### src/rtl/alu_seq_pkg.sv
// Shared definitions for the ALU sequencer: op codes, FSM states, control vectors.
// Latency: n/a (types and constants only).
// Backpressure: n/a.
package alu_seq_pkg;

   localparam int OP_W = 4;

   localparam logic [OP_W-1:0] ALU_OP_ADC = 4'd0;
   localparam logic [OP_W-1:0] ALU_OP_SBC = 4'd1;
   localparam logic [OP_W-1:0] ALU_OP_AND = 4'd2;
   localparam logic [OP_W-1:0] ALU_OP_ORA = 4'd3;
   localparam logic [OP_W-1:0] ALU_OP_EOR = 4'd4;
   localparam logic [OP_W-1:0] ALU_OP_LSR = 4'd5;
   localparam logic [OP_W-1:0] ALU_OP_ASL = 4'd6;
   localparam logic [OP_W-1:0] ALU_OP_INC = 4'd7;
   localparam logic [OP_W-1:0] ALU_OP_DEC = 4'd8;
   localparam logic [OP_W-1:0] ALU_OP_CMP = 4'd9;

   typedef enum logic [1:0] {
      ST_IDLE   = 2'd0,
      ST_LOAD   = 2'd1,
      ST_RESULT = 2'd2
   } state_e;

   // Strobes driven for one cycle while the ALU input registers load.
   typedef struct packed {
      logic sb_add;
      logic zero_add;
      logic db_add;
      logic db_n_add;
      logic addc;
      logic sums;
      logic ands;
      logic eors;
      logic ors;
      logic srs;
      logic db_zero;
   } load_ctl_t;

   // Result-cycle bus gate and flag write-enables.
   typedef struct packed {
      logic add_sb;
      logic c_we;
      logic v_we;
   } res_ctl_t;

   localparam int LOAD_W = $bits(load_ctl_t);
   localparam int RES_W  = $bits(res_ctl_t);

   function automatic logic op_legal(input logic [OP_W-1:0] op);
      return op <= ALU_OP_CMP;
   endfunction

endpackage

### src/rtl/alu_sequencer_if.sv
// Decoder <-> ALU sequencer signal bundle; master is the decode/timing side.
// Latency: n/a (wiring only).
// Backpressure: none; requests are only taken while the sequencer accepts.
interface alu_sequencer_if;
   import alu_seq_pkg::*;

   logic            i_start;
   logic [OP_W-1:0] i_op;
   logic            i_ci;
   logic            i_acr;
   logic            i_avr;

   logic o_sb_add, o_0_add, o_db_add, o_db_n_add;
   logic o_1_addc;
   logic o_sums, o_ands, o_eors, o_ors, o_srs;
   logic o_db_zero;
   logic o_add_sb;
   logic o_c_we, o_v_we;
   logic o_c, o_v;
   logic o_busy, o_done, o_err;

   modport master (
      output i_start, i_op, i_ci, i_acr, i_avr,
      input  o_sb_add, o_0_add, o_db_add, o_db_n_add, o_1_addc,
             o_sums, o_ands, o_eors, o_ors, o_srs, o_db_zero,
             o_add_sb, o_c_we, o_v_we, o_c, o_v, o_busy, o_done, o_err
   );

   modport slave (
      input  i_start, i_op, i_ci, i_acr, i_avr,
      output o_sb_add, o_0_add, o_db_add, o_db_n_add, o_1_addc,
             o_sums, o_ands, o_eors, o_ors, o_srs, o_db_zero,
             o_add_sb, o_c_we, o_v_we, o_c, o_v, o_busy, o_done, o_err
   );

endinterface

### src/rtl/alu_op_decode.sv
// Combinational op -> load-cycle control vector and result-cycle enables.
// Latency: 0 cycles.
// Backpressure: none.
module alu_op_decode
   import alu_seq_pkg::*;
(
   input  logic [OP_W-1:0] op,
   input  logic            ci,
   output load_ctl_t       load_ctl,
   output res_ctl_t        res_ctl
);

   always_comb begin
      load_ctl = '0;
      res_ctl  = '0;
      case (op)
         ALU_OP_ADC: begin
            load_ctl.sb_add = 1'b1;
            load_ctl.db_add = 1'b1;
            load_ctl.sums   = 1'b1;
            load_ctl.addc   = ci;
            res_ctl         = '{add_sb: 1'b1, c_we: 1'b1, v_we: 1'b1};
         end
         ALU_OP_SBC: begin
            load_ctl.sb_add   = 1'b1;
            load_ctl.db_n_add = 1'b1;
            load_ctl.sums     = 1'b1;
            load_ctl.addc     = ci;
            res_ctl           = '{add_sb: 1'b1, c_we: 1'b1, v_we: 1'b1};
         end
         ALU_OP_AND: begin
            load_ctl.sb_add = 1'b1;
            load_ctl.db_add = 1'b1;
            load_ctl.ands   = 1'b1;
            res_ctl.add_sb  = 1'b1;
         end
         ALU_OP_ORA: begin
            load_ctl.sb_add = 1'b1;
            load_ctl.db_add = 1'b1;
            load_ctl.ors    = 1'b1;
            res_ctl.add_sb  = 1'b1;
         end
         ALU_OP_EOR: begin
            load_ctl.sb_add = 1'b1;
            load_ctl.db_add = 1'b1;
            load_ctl.eors   = 1'b1;
            res_ctl.add_sb  = 1'b1;
         end
         ALU_OP_LSR: begin
            load_ctl.sb_add = 1'b1;
            load_ctl.srs    = 1'b1;
            res_ctl         = '{add_sb: 1'b1, c_we: 1'b1, v_we: 1'b0};
         end
         // ASL adds the operand to itself: SB and DB carry the same value.
         ALU_OP_ASL: begin
            load_ctl.sb_add = 1'b1;
            load_ctl.db_add = 1'b1;
            load_ctl.sums   = 1'b1;
            res_ctl         = '{add_sb: 1'b1, c_we: 1'b1, v_we: 1'b0};
         end
         ALU_OP_INC: begin
            load_ctl.sb_add   = 1'b1;
            load_ctl.zero_add = 1'b1;
            load_ctl.sums     = 1'b1;
            load_ctl.addc     = 1'b1;
            res_ctl.add_sb    = 1'b1;
         end
         // DEC adds ~0x00 (= -1) by zeroing DB and loading its inverse.
         ALU_OP_DEC: begin
            load_ctl.sb_add   = 1'b1;
            load_ctl.db_n_add = 1'b1;
            load_ctl.db_zero  = 1'b1;
            load_ctl.sums     = 1'b1;
            res_ctl.add_sb    = 1'b1;
         end
         ALU_OP_CMP: begin
            load_ctl.sb_add   = 1'b1;
            load_ctl.db_n_add = 1'b1;
            load_ctl.sums     = 1'b1;
            load_ctl.addc     = 1'b1;
            res_ctl.c_we      = 1'b1;
         end
         default: ;
      endcase
   end

endmodule

### src/rtl/alu_sequencer.sv
// Sequences one ALU operation: LOAD strobes, then RESULT bus gate and flag writes.
// Latency: 2 cycles start -> done; one op per 2 cycles with back-to-back starts.
// Backpressure: i_start is ignored in LOAD; illegal ops are dropped with an err pulse.
module alu_sequencer
   import alu_seq_pkg::*;
(
   input  logic           i_clk,
   input  logic           i_reset_n,
   alu_sequencer_if.slave bus
);

   state_e          state, state_nxt;
   logic [OP_W-1:0] op_q;
   logic            ci_q, c_q, v_q, err_q;
   logic            accept, legal, take;
   load_ctl_t       load_ctl, load_out;
   res_ctl_t        res_ctl, res_out;

   alu_op_decode u_dec (
      .op       (op_q),
      .ci       (ci_q),
      .load_ctl (load_ctl),
      .res_ctl  (res_ctl)
   );

   assign legal = op_legal(bus.i_op);
   assign take  = accept && legal;

   always_comb begin
      state_nxt = state;
      accept    = 1'b0;
      load_out  = '0;
      res_out   = '0;
      case (state)
         ST_IDLE: begin
            accept = bus.i_start;
            if (accept && legal) state_nxt = ST_LOAD;
         end
         ST_LOAD: begin
            load_out  = load_ctl;
            state_nxt = ST_RESULT;
         end
         ST_RESULT: begin
            res_out   = res_ctl;
            accept    = bus.i_start;
            state_nxt = (accept && legal) ? ST_LOAD : ST_IDLE;
         end
         default: state_nxt = ST_IDLE;
      endcase
   end

   always_ff @(posedge i_clk or negedge i_reset_n) begin
      if (!i_reset_n) begin
         state <= ST_IDLE;
         op_q  <= '0;
         ci_q  <= 1'b0;
         c_q   <= 1'b0;
         v_q   <= 1'b0;
         err_q <= 1'b0;
      end else begin
         state <= state_nxt;
         err_q <= accept && !legal;
         if (take) begin
            op_q <= bus.i_op;
            ci_q <= bus.i_ci;
         end
         if (state == ST_RESULT) begin
            c_q <= bus.i_acr;
            v_q <= bus.i_avr;
         end
      end
   end

   assign bus.o_sb_add   = load_out.sb_add;
   assign bus.o_0_add    = load_out.zero_add;
   assign bus.o_db_add   = load_out.db_add;
   assign bus.o_db_n_add = load_out.db_n_add;
   assign bus.o_1_addc   = load_out.addc;
   assign bus.o_sums     = load_out.sums;
   assign bus.o_ands     = load_out.ands;
   assign bus.o_eors     = load_out.eors;
   assign bus.o_ors      = load_out.ors;
   assign bus.o_srs      = load_out.srs;
   assign bus.o_db_zero  = load_out.db_zero;
   assign bus.o_add_sb   = res_out.add_sb;
   assign bus.o_c_we     = res_out.c_we;
   assign bus.o_v_we     = res_out.v_we;

   // Flags pass straight through while the ALU result is live, then hold.
   assign bus.o_c    = (state == ST_RESULT) ? bus.i_acr : c_q;
   assign bus.o_v    = (state == ST_RESULT) ? bus.i_avr : v_q;
   assign bus.o_busy = (state == ST_LOAD) || (state == ST_RESULT);
   assign bus.o_done = (state == ST_RESULT);
   assign bus.o_err  = err_q;

endmodule

### src/flat_wrapper.sv
// flat-port wrapper written by rule: the top's interface ports become plain ports
module alu_sequencer_flat import alu_seq_pkg::*;
  (i_clk, i_reset_n, bus_i_start, bus_i_op, bus_i_ci, bus_i_acr, bus_i_avr, bus_o_sb_add, bus_o_0_add, bus_o_db_add, bus_o_db_n_add, bus_o_1_addc, bus_o_sums, bus_o_ands, bus_o_eors, bus_o_ors, bus_o_srs, bus_o_db_zero, bus_o_add_sb, bus_o_c_we, bus_o_v_we, bus_o_c, bus_o_v, bus_o_busy, bus_o_done, bus_o_err);
  alu_sequencer_if bus_i ();
  input  logic i_clk;
  input  logic i_reset_n;
  input wire logic [$bits(bus_i.i_start)-1:0] bus_i_start;
  input wire logic [$bits(bus_i.i_op)-1:0] bus_i_op;
  input wire logic [$bits(bus_i.i_ci)-1:0] bus_i_ci;
  input wire logic [$bits(bus_i.i_acr)-1:0] bus_i_acr;
  input wire logic [$bits(bus_i.i_avr)-1:0] bus_i_avr;
  output wire logic [$bits(bus_i.o_sb_add)-1:0] bus_o_sb_add;
  output wire logic [$bits(bus_i.o_0_add)-1:0] bus_o_0_add;
  output wire logic [$bits(bus_i.o_db_add)-1:0] bus_o_db_add;
  output wire logic [$bits(bus_i.o_db_n_add)-1:0] bus_o_db_n_add;
  output wire logic [$bits(bus_i.o_1_addc)-1:0] bus_o_1_addc;
  output wire logic [$bits(bus_i.o_sums)-1:0] bus_o_sums;
  output wire logic [$bits(bus_i.o_ands)-1:0] bus_o_ands;
  output wire logic [$bits(bus_i.o_eors)-1:0] bus_o_eors;
  output wire logic [$bits(bus_i.o_ors)-1:0] bus_o_ors;
  output wire logic [$bits(bus_i.o_srs)-1:0] bus_o_srs;
  output wire logic [$bits(bus_i.o_db_zero)-1:0] bus_o_db_zero;
  output wire logic [$bits(bus_i.o_add_sb)-1:0] bus_o_add_sb;
  output wire logic [$bits(bus_i.o_c_we)-1:0] bus_o_c_we;
  output wire logic [$bits(bus_i.o_v_we)-1:0] bus_o_v_we;
  output wire logic [$bits(bus_i.o_c)-1:0] bus_o_c;
  output wire logic [$bits(bus_i.o_v)-1:0] bus_o_v;
  output wire logic [$bits(bus_i.o_busy)-1:0] bus_o_busy;
  output wire logic [$bits(bus_i.o_done)-1:0] bus_o_done;
  output wire logic [$bits(bus_i.o_err)-1:0] bus_o_err;
  assign bus_i.i_start = bus_i_start;
  assign bus_i.i_op = bus_i_op;
  assign bus_i.i_ci = bus_i_ci;
  assign bus_i.i_acr = bus_i_acr;
  assign bus_i.i_avr = bus_i_avr;
  assign bus_o_sb_add = bus_i.o_sb_add;
  assign bus_o_0_add = bus_i.o_0_add;
  assign bus_o_db_add = bus_i.o_db_add;
  assign bus_o_db_n_add = bus_i.o_db_n_add;
  assign bus_o_1_addc = bus_i.o_1_addc;
  assign bus_o_sums = bus_i.o_sums;
  assign bus_o_ands = bus_i.o_ands;
  assign bus_o_eors = bus_i.o_eors;
  assign bus_o_ors = bus_i.o_ors;
  assign bus_o_srs = bus_i.o_srs;
  assign bus_o_db_zero = bus_i.o_db_zero;
  assign bus_o_add_sb = bus_i.o_add_sb;
  assign bus_o_c_we = bus_i.o_c_we;
  assign bus_o_v_we = bus_i.o_v_we;
  assign bus_o_c = bus_i.o_c;
  assign bus_o_v = bus_i.o_v;
  assign bus_o_busy = bus_i.o_busy;
  assign bus_o_done = bus_i.o_done;
  assign bus_o_err = bus_i.o_err;
  alu_sequencer u_core (.i_clk(i_clk), .i_reset_n(i_reset_n), .bus(bus_i));
endmodule
### config.mk
export PLATFORM = sky130hd
export DESIGN_NAME = alu_sequencer_flat
export DESIGN_NICKNAME = d
export VERILOG_FILES = /design/src/rtl/alu_seq_pkg.sv /design/src/rtl/alu_sequencer_if.sv /design/src/rtl/alu_op_decode.sv /design/src/rtl/alu_sequencer.sv /design/src/flat_wrapper.sv
export SDC_FILE = /design/constraint.sdc
export NUM_CORES = 1
export LEC_CHECK = 0
export CORE_UTILIZATION = 43
export CTS_BUF_LIST = sky130_fd_sc_hd__clkbuf_4
export CTS_CLUSTER_SIZE = 30
export DETAILED_ROUTE_END_ITERATION = 8
export PLACE_DENSITY_LB_ADDON = 0.25
export SYNTH_ARGS = -nofsm -noshare
export SYNTH_HDL_FRONTEND = slang
export SYNTH_SLANG_ARGS = --single-unit
### constraint.sdc
create_clock -name i_clk -period 1.96 [get_ports i_clk]
set_clock_uncertainty 0.05 [all_clocks]
set_input_delay 0.392 -clock i_clk [delete_from_list [all_inputs] [get_ports i_clk]]
set_output_delay 0.392 -clock i_clk [all_outputs]
set_load 0.02 [all_outputs]
Word level (Yosys, flattened, before mapping)
Index checks and enable logic that the tools add are counted.
{ "word_totals": {"reg_bits": 10, "in_bits": 10, "out_inout_bits": 19} }
{ "classes": {"n_lt_le_gt_ge": 1, "n_eq_ne": 12, "n_mux": 22, "n_reduce_logical": 16} }
{ "op_table": {"columns": ["cell", "count"], "rows": [
  ["two-way mux 1 bit", 17],
  ["== test 4 x 3 -> 1 bit (second input constant)", 4],
  ["two-way mux 11 bit", 1],
  ["OR reduction 10 bit", 1],
  ["OR reduction 5 bit", 2],
  ["OR reduction 9 bit", 1],
  ["== test 4 x 2 -> 1 bit (second input constant)", 2],
  ["== test 4 bit (second input constant)", 2],
  ["case mux 2 bit (3 select lines)", 1],
  ["OR reduction 2 bit", 3],
  ["OR reduction 6 bit", 1],
  ["== test 4 x 1 -> 1 bit (second input constant)", 1],
  ["<= comparator 4 bit (second input constant)", 1],
  ["logical NOT 4 bit", 1],
  ["logical AND 1 bit", 3],
  ["two-way mux 3 bit", 1],
  ["OR reduction 3 bit", 1],
  ["== test 2 x 1 -> 1 bit (second input constant)", 1],
  ["== test 2 bit (second input constant)", 1],
  ["logical NOT 2 bit", 1],
  ["two-way mux 2 bit", 1],
  ["inequality test 2 x 1 -> 1 bit (second input constant)", 1],
  ["case mux 1 bit (2 select lines)", 1],
  ["logical NOT 1 bit", 1],
  ["logical OR 1 bit", 1]
]} }

Logic depth before layout (Yosys ltp)
{ "depth": {"word_depth": 4, "mapped_depth": 5} }

Hierarchy
Synthesis repeated with hierarchy kept, for this count alone.
{ "unflattened": {"hier_cells": 75, "area_unflattened_um2": 774.5} }
{ "modules_own_cells": {"columns": ["mod", "instances", "cells_per_inst", "area_per_inst_um2", "seq_area_each_um2"], "rows": [
  ["alu_sequencer", 1, 49, 580.6, 250.2],
  ["alu_op_decode", 1, 26, 193.9, 0.0]
]} }

Worst setup path after synthesis
No wires, ideal clock.
{ "synth_timing": {"kind": "reg2out", "from": "reg u_core.state[1]", "to": "out bus_o_db_zero", "arrival_time_ns": 1.523, "path_slack_ns": -0.005, "stages_incl_launch_ff": 5, "n_path_buf": 0, "cell_sequence": "dfrtp_1 inv_1 ha_1 nand2_1 nor4b_1"} }
{ "synth_between": {"elab_chain_len": 2} }
{ "synth_rtl": {"columns": ["element", "line", "rtl"], "rows": [
  ["start, declared", "alu_sequencer.sv:12", "state_e state, state_nxt;"],
  ["start signal, assigned", "alu_sequencer.sv:61", "state <= state_nxt;"],
  ["== test 2 x 1 -> 1 bit", "alu_sequencer.sv:34", "case (state)"],
  ["two-way mux 11 bit", "alu_sequencer.sv:34", null],
  ["end, declared", "flat_wrapper.sv:22", "output wire logic [$bits(bus_i.o_db_zero)-1:0] bus_o_db_zero;"]
]} }
No other way between the ends.

Final worst setup path
{ "layout_timing": {"from": "reg u_core.state[1]", "to": "out bus_o_v"} }
{ "layout_between": {"elab_chain_len": 2} }
{ "layout_rtl": {"columns": ["element", "line", "rtl"], "rows": [
  ["== test 2 bit", "alu_sequencer.sv:91", "assign bus.o_v = (state == ST_RESULT) ? bus.i_avr : v_q;"],
  ["two-way mux 1 bit", "alu_sequencer.sv:91", null],
  ["end, declared", "flat_wrapper.sv:27", "output wire logic [$bits(bus_i.o_v)-1:0] bus_o_v;"]
]} }
No other way between the ends.

==> out/metrics.yaml <==
power_and_ir_drop:
  power_mw: 1.75
  p_leak_nw: 0.540
  peakVddDrop_mv: 0.865
  power_density_mw_per_mm2: 1530
worst_setup_path:
  regToRegSetupSlack_ns: 0.18
  end_kind: "output port"
  worstPathMaxFanout: 7
  required_ns: 1.52
  r2r_end: "u_core.op_q[2]$_DFFE_PN0P_"
  reg2regPathDepth: 6
  cpMostUsedCell: "buf_4"
  path_class: "register to output port"
  worst_path_max_delay_cell: "dfrtp_2"
  cpPeakStageDelay_ns: 0.43
  crit_arrival_ns: 1.48
  critPathTopFamily: "flip-flops"
  cp.depth: 4
  r2r-start: "u_core.state[1]$_DFFE_PN0P_"
  start_kind: "register"
  path_buf_inv: 2
  cp_cell_sequence: "buf_4, ha_4, mux2_4, buf_4"
routing:
  avgViaCountPerCell: 5.02
  route.detailed.drc: 0
  final_antenna_net_count: 0
  wl_mm: 1.66
  first_iter_violations: 8
  wl_per_cell_um: 12.8
  dr.pass1.iters: 3
  vias: 653
global_route:
  overflow: 0
  grt_max_degree: 12
  groute.usage.overall: 0.201
  antenna_found_initial: 0
  grt_pass1_wl_mm: 2.71
  grt_pass1_vias: 608
die:
  die_area_mm2: 0.00176
  fp.coreArea_mm2: 0.00151
  dieHeight_um: 42.0
  ioPinCount: 29
  num_rows: 14
  start_util: 0.457
  dieWidth_um: 42.0
synth:
  synth_cell_types: 30
  synth.net_count: 82
  synth_top_area_share: 0.364
  synthMostInstantiatedCell: "dfrtp_1"
  synth_top_flop_cell: "dfrtp_1"
  netlist_top_cells_count: "10 x dfrtp_1, 8 x nor2_1, 5 x nand2_1"
  netlist_area_um2: 688
  synth_area_leaders: "dfrtp_1 36%, mux2_4 8.7%, ha_1 7.3%"
  synth-edff-count: 0
  async_flop_share: 1.00
  synth_area_leader_cell: "dfrtp_1"
  synth_warnings: 0
  synth_seq_cells: 10
  postSynthAreaPerCell_um2: 10.1
  synthCells: 68
  seq_area_frac_synth: 0.364
place:
  gp_congestion: 0.798
  hpwl_mm: 1.22
  io_buffers: 28
sta:
  fin_crit_sh: 0.978
  hold_viol: 0
  rsz0062_at_grt: "yes"
  drv_slew: 0
  tightest_slew_ns: 0.452
  hold_slack_ns: 0.398
  final-setup-viol-count: 0
  slew_headroom: 0.698
  max_freq_ghz: 0.522
  fin_crit_ns: 1.92
clocking:
  cts_tree: "built"
  htree_levels: 1
  cts_root_buf: "clkbuf_4"
  cts_buffers: 3
  clk_pin_slew_ns: 0.06
  clock_path_buffers: 2
  clk_latency_ns: 0.26
  numClockSinks: 10
run_status:
  status: "finished, final reports clean"
finish:
  antenna_cells: 0
  syn2layout_area_growth_pct: 65.8
  fin_util: 0.757
  drive_gt1_frac: 0.482
  layout.nets: 130
  final.fill_count: 111
flow_run:
  cap_violations: 0
hold_path:
  hold_path_class: "input pin to asynchronous set/reset pin"
[per-stage QoR]
| stage | TNS [ns] | worst slack (ns) | std cells | cell area, um^2 |
|---|---|---|---|---|
| after CTS | -0.384 | -0.166 | 128 | 1110 |
| after floorplan | 0 | 0.0149 | 68 | 694 |
| final | 0 | 0.0430 | 130 | 1140 |
| after global placement | -1.26 | -0.173 | 125 | 1100 |
| after global routing | -0.0430 | -0.0206 | 130 | 1140 |
| after detailed placement | -1.64 | -0.214 | 125 | 1100 |
[flip-flops by register name, indices dropped and copies added, names as in the netlist]
signal and cells:
u_core.state 2, u_core.c_q 1, u_core.ci_q 1, u_core.v_q 1, u_core.op_q 4, u_core.bus.o_err 1
[power by group]
group	switching (mW)	total (mW)	internal (mW)	leakage [nW]
clock	0.0638	0.134	0.0706	0.0138
combinational	0.595	1.23	0.640	0.406
sequential	0.0776	0.382	0.305	0.120
[cell usage in the layout, fill, tap and decap left out, drive strengths merged]
cell / netlist / final
a21boi: 3 / 3
a21oi: 1 / 1
a31o: 1 / 1
and2: 2 / 2
and3: 1 / 1
and3b: 1 / 1
buf: 3 / 25
clkbuf: 0 / 5
clkdlybuf4s15: 0 / 6
clkdlybuf4s50: 0 / 10
dfrtp: 10 / 10
dlygate4sd2: 0 / 3
ha: 4 / 4
inv: 3 / 3
mux2: 7 / 7
mux2i: 1 / 1
nand2: 5 / 5
nand2b: 1 / 1
nand3b: 2 / 2
nor2: 8 / 8
nor3: 3 / 3
nor3b: 1 / 1
nor4: 1 / 1
nor4b: 2 / 2
o21ai: 4 / 4
o22a: 1 / 1
o22ai: 1 / 1
o31a: 1 / 1
or2: 1 / 1
[layer usage]
metal | track usage | vias up | share of wire
met5 | 0 | - | 0
li1 | - | 333 | -
met4 | 0.0968 | 0 | 0.0078
met2 | 0.331 | 18 | 0.52
met3 | 0.0172 | 2 | 0.042
met1 | 0.266 | 300 | 0.43
[worst register-to-register path, stage by stage (launching register included)]
cell,delay [ns]
dfrtp_2,0.43
buf_4,0.15
ha_4,0.18
buf_4,0.14
o21ai_2,0.20
nand2b_4,0.20
mux2_4,0.31
[area by class of cell]
cell class,count,area (um^2),share of cell area
Inverter,3,11.3,0.00987
Clock buffer,3,22.5,0.0197
Sequential cell,10,253,0.221
Timing Repair Buffer,46,377,0.330
Multi-Input combinational cell,52,458,0.401
Tap cell,16,20.0,0.0175
[worst max path at each step]
stage,startpoint,endpoint,slack [ns]
6_report,u_core.state[1]$_DFFE_PN0P_,bus_o_v,0.04
3_3_place_gp,u_core.state[1]$_DFFE_PN0P_,bus_o_ors,-0.17
5_1_grt,u_core.state[1]$_DFFE_PN0P_,bus_o_ands,-0.02
4_1_cts,u_core.state[0]$_DFFE_PN0P_,bus_o_c,-0.17
3_5_place_dp,u_core.state[1]$_DFFE_PN0P_,bus_o_ands,-0.21
2_1_floorplan,u_core.state[1]$_DFFE_PN0P_,bus_o_ors,0.01
[timing repair]
| item | in CTS | in global routing |
|---|---|---|
| gates resized for setup | 49 | 23 |
| endpoints found under the setup margin | 18 | 17 |
| pin swaps | 0 | 2 |
| hold buffers | 0 | 0 |
| buffers inserted | 0 | 2 |
[kinds of logic after synthesis]
| logic type | after synthesis | share of synthesized area |
|---|---|---|
| fa+ha+maj | 4 | 0.0727 |
| simple gates | 28 | 0.236 |
| buf+inv | 6 | 0.0382 |
| flops | 10 | 0.364 |
| mux | 8 | 0.151 |
| compound gates | 12 | 0.138 |
(Power assumes the default switching activity.)
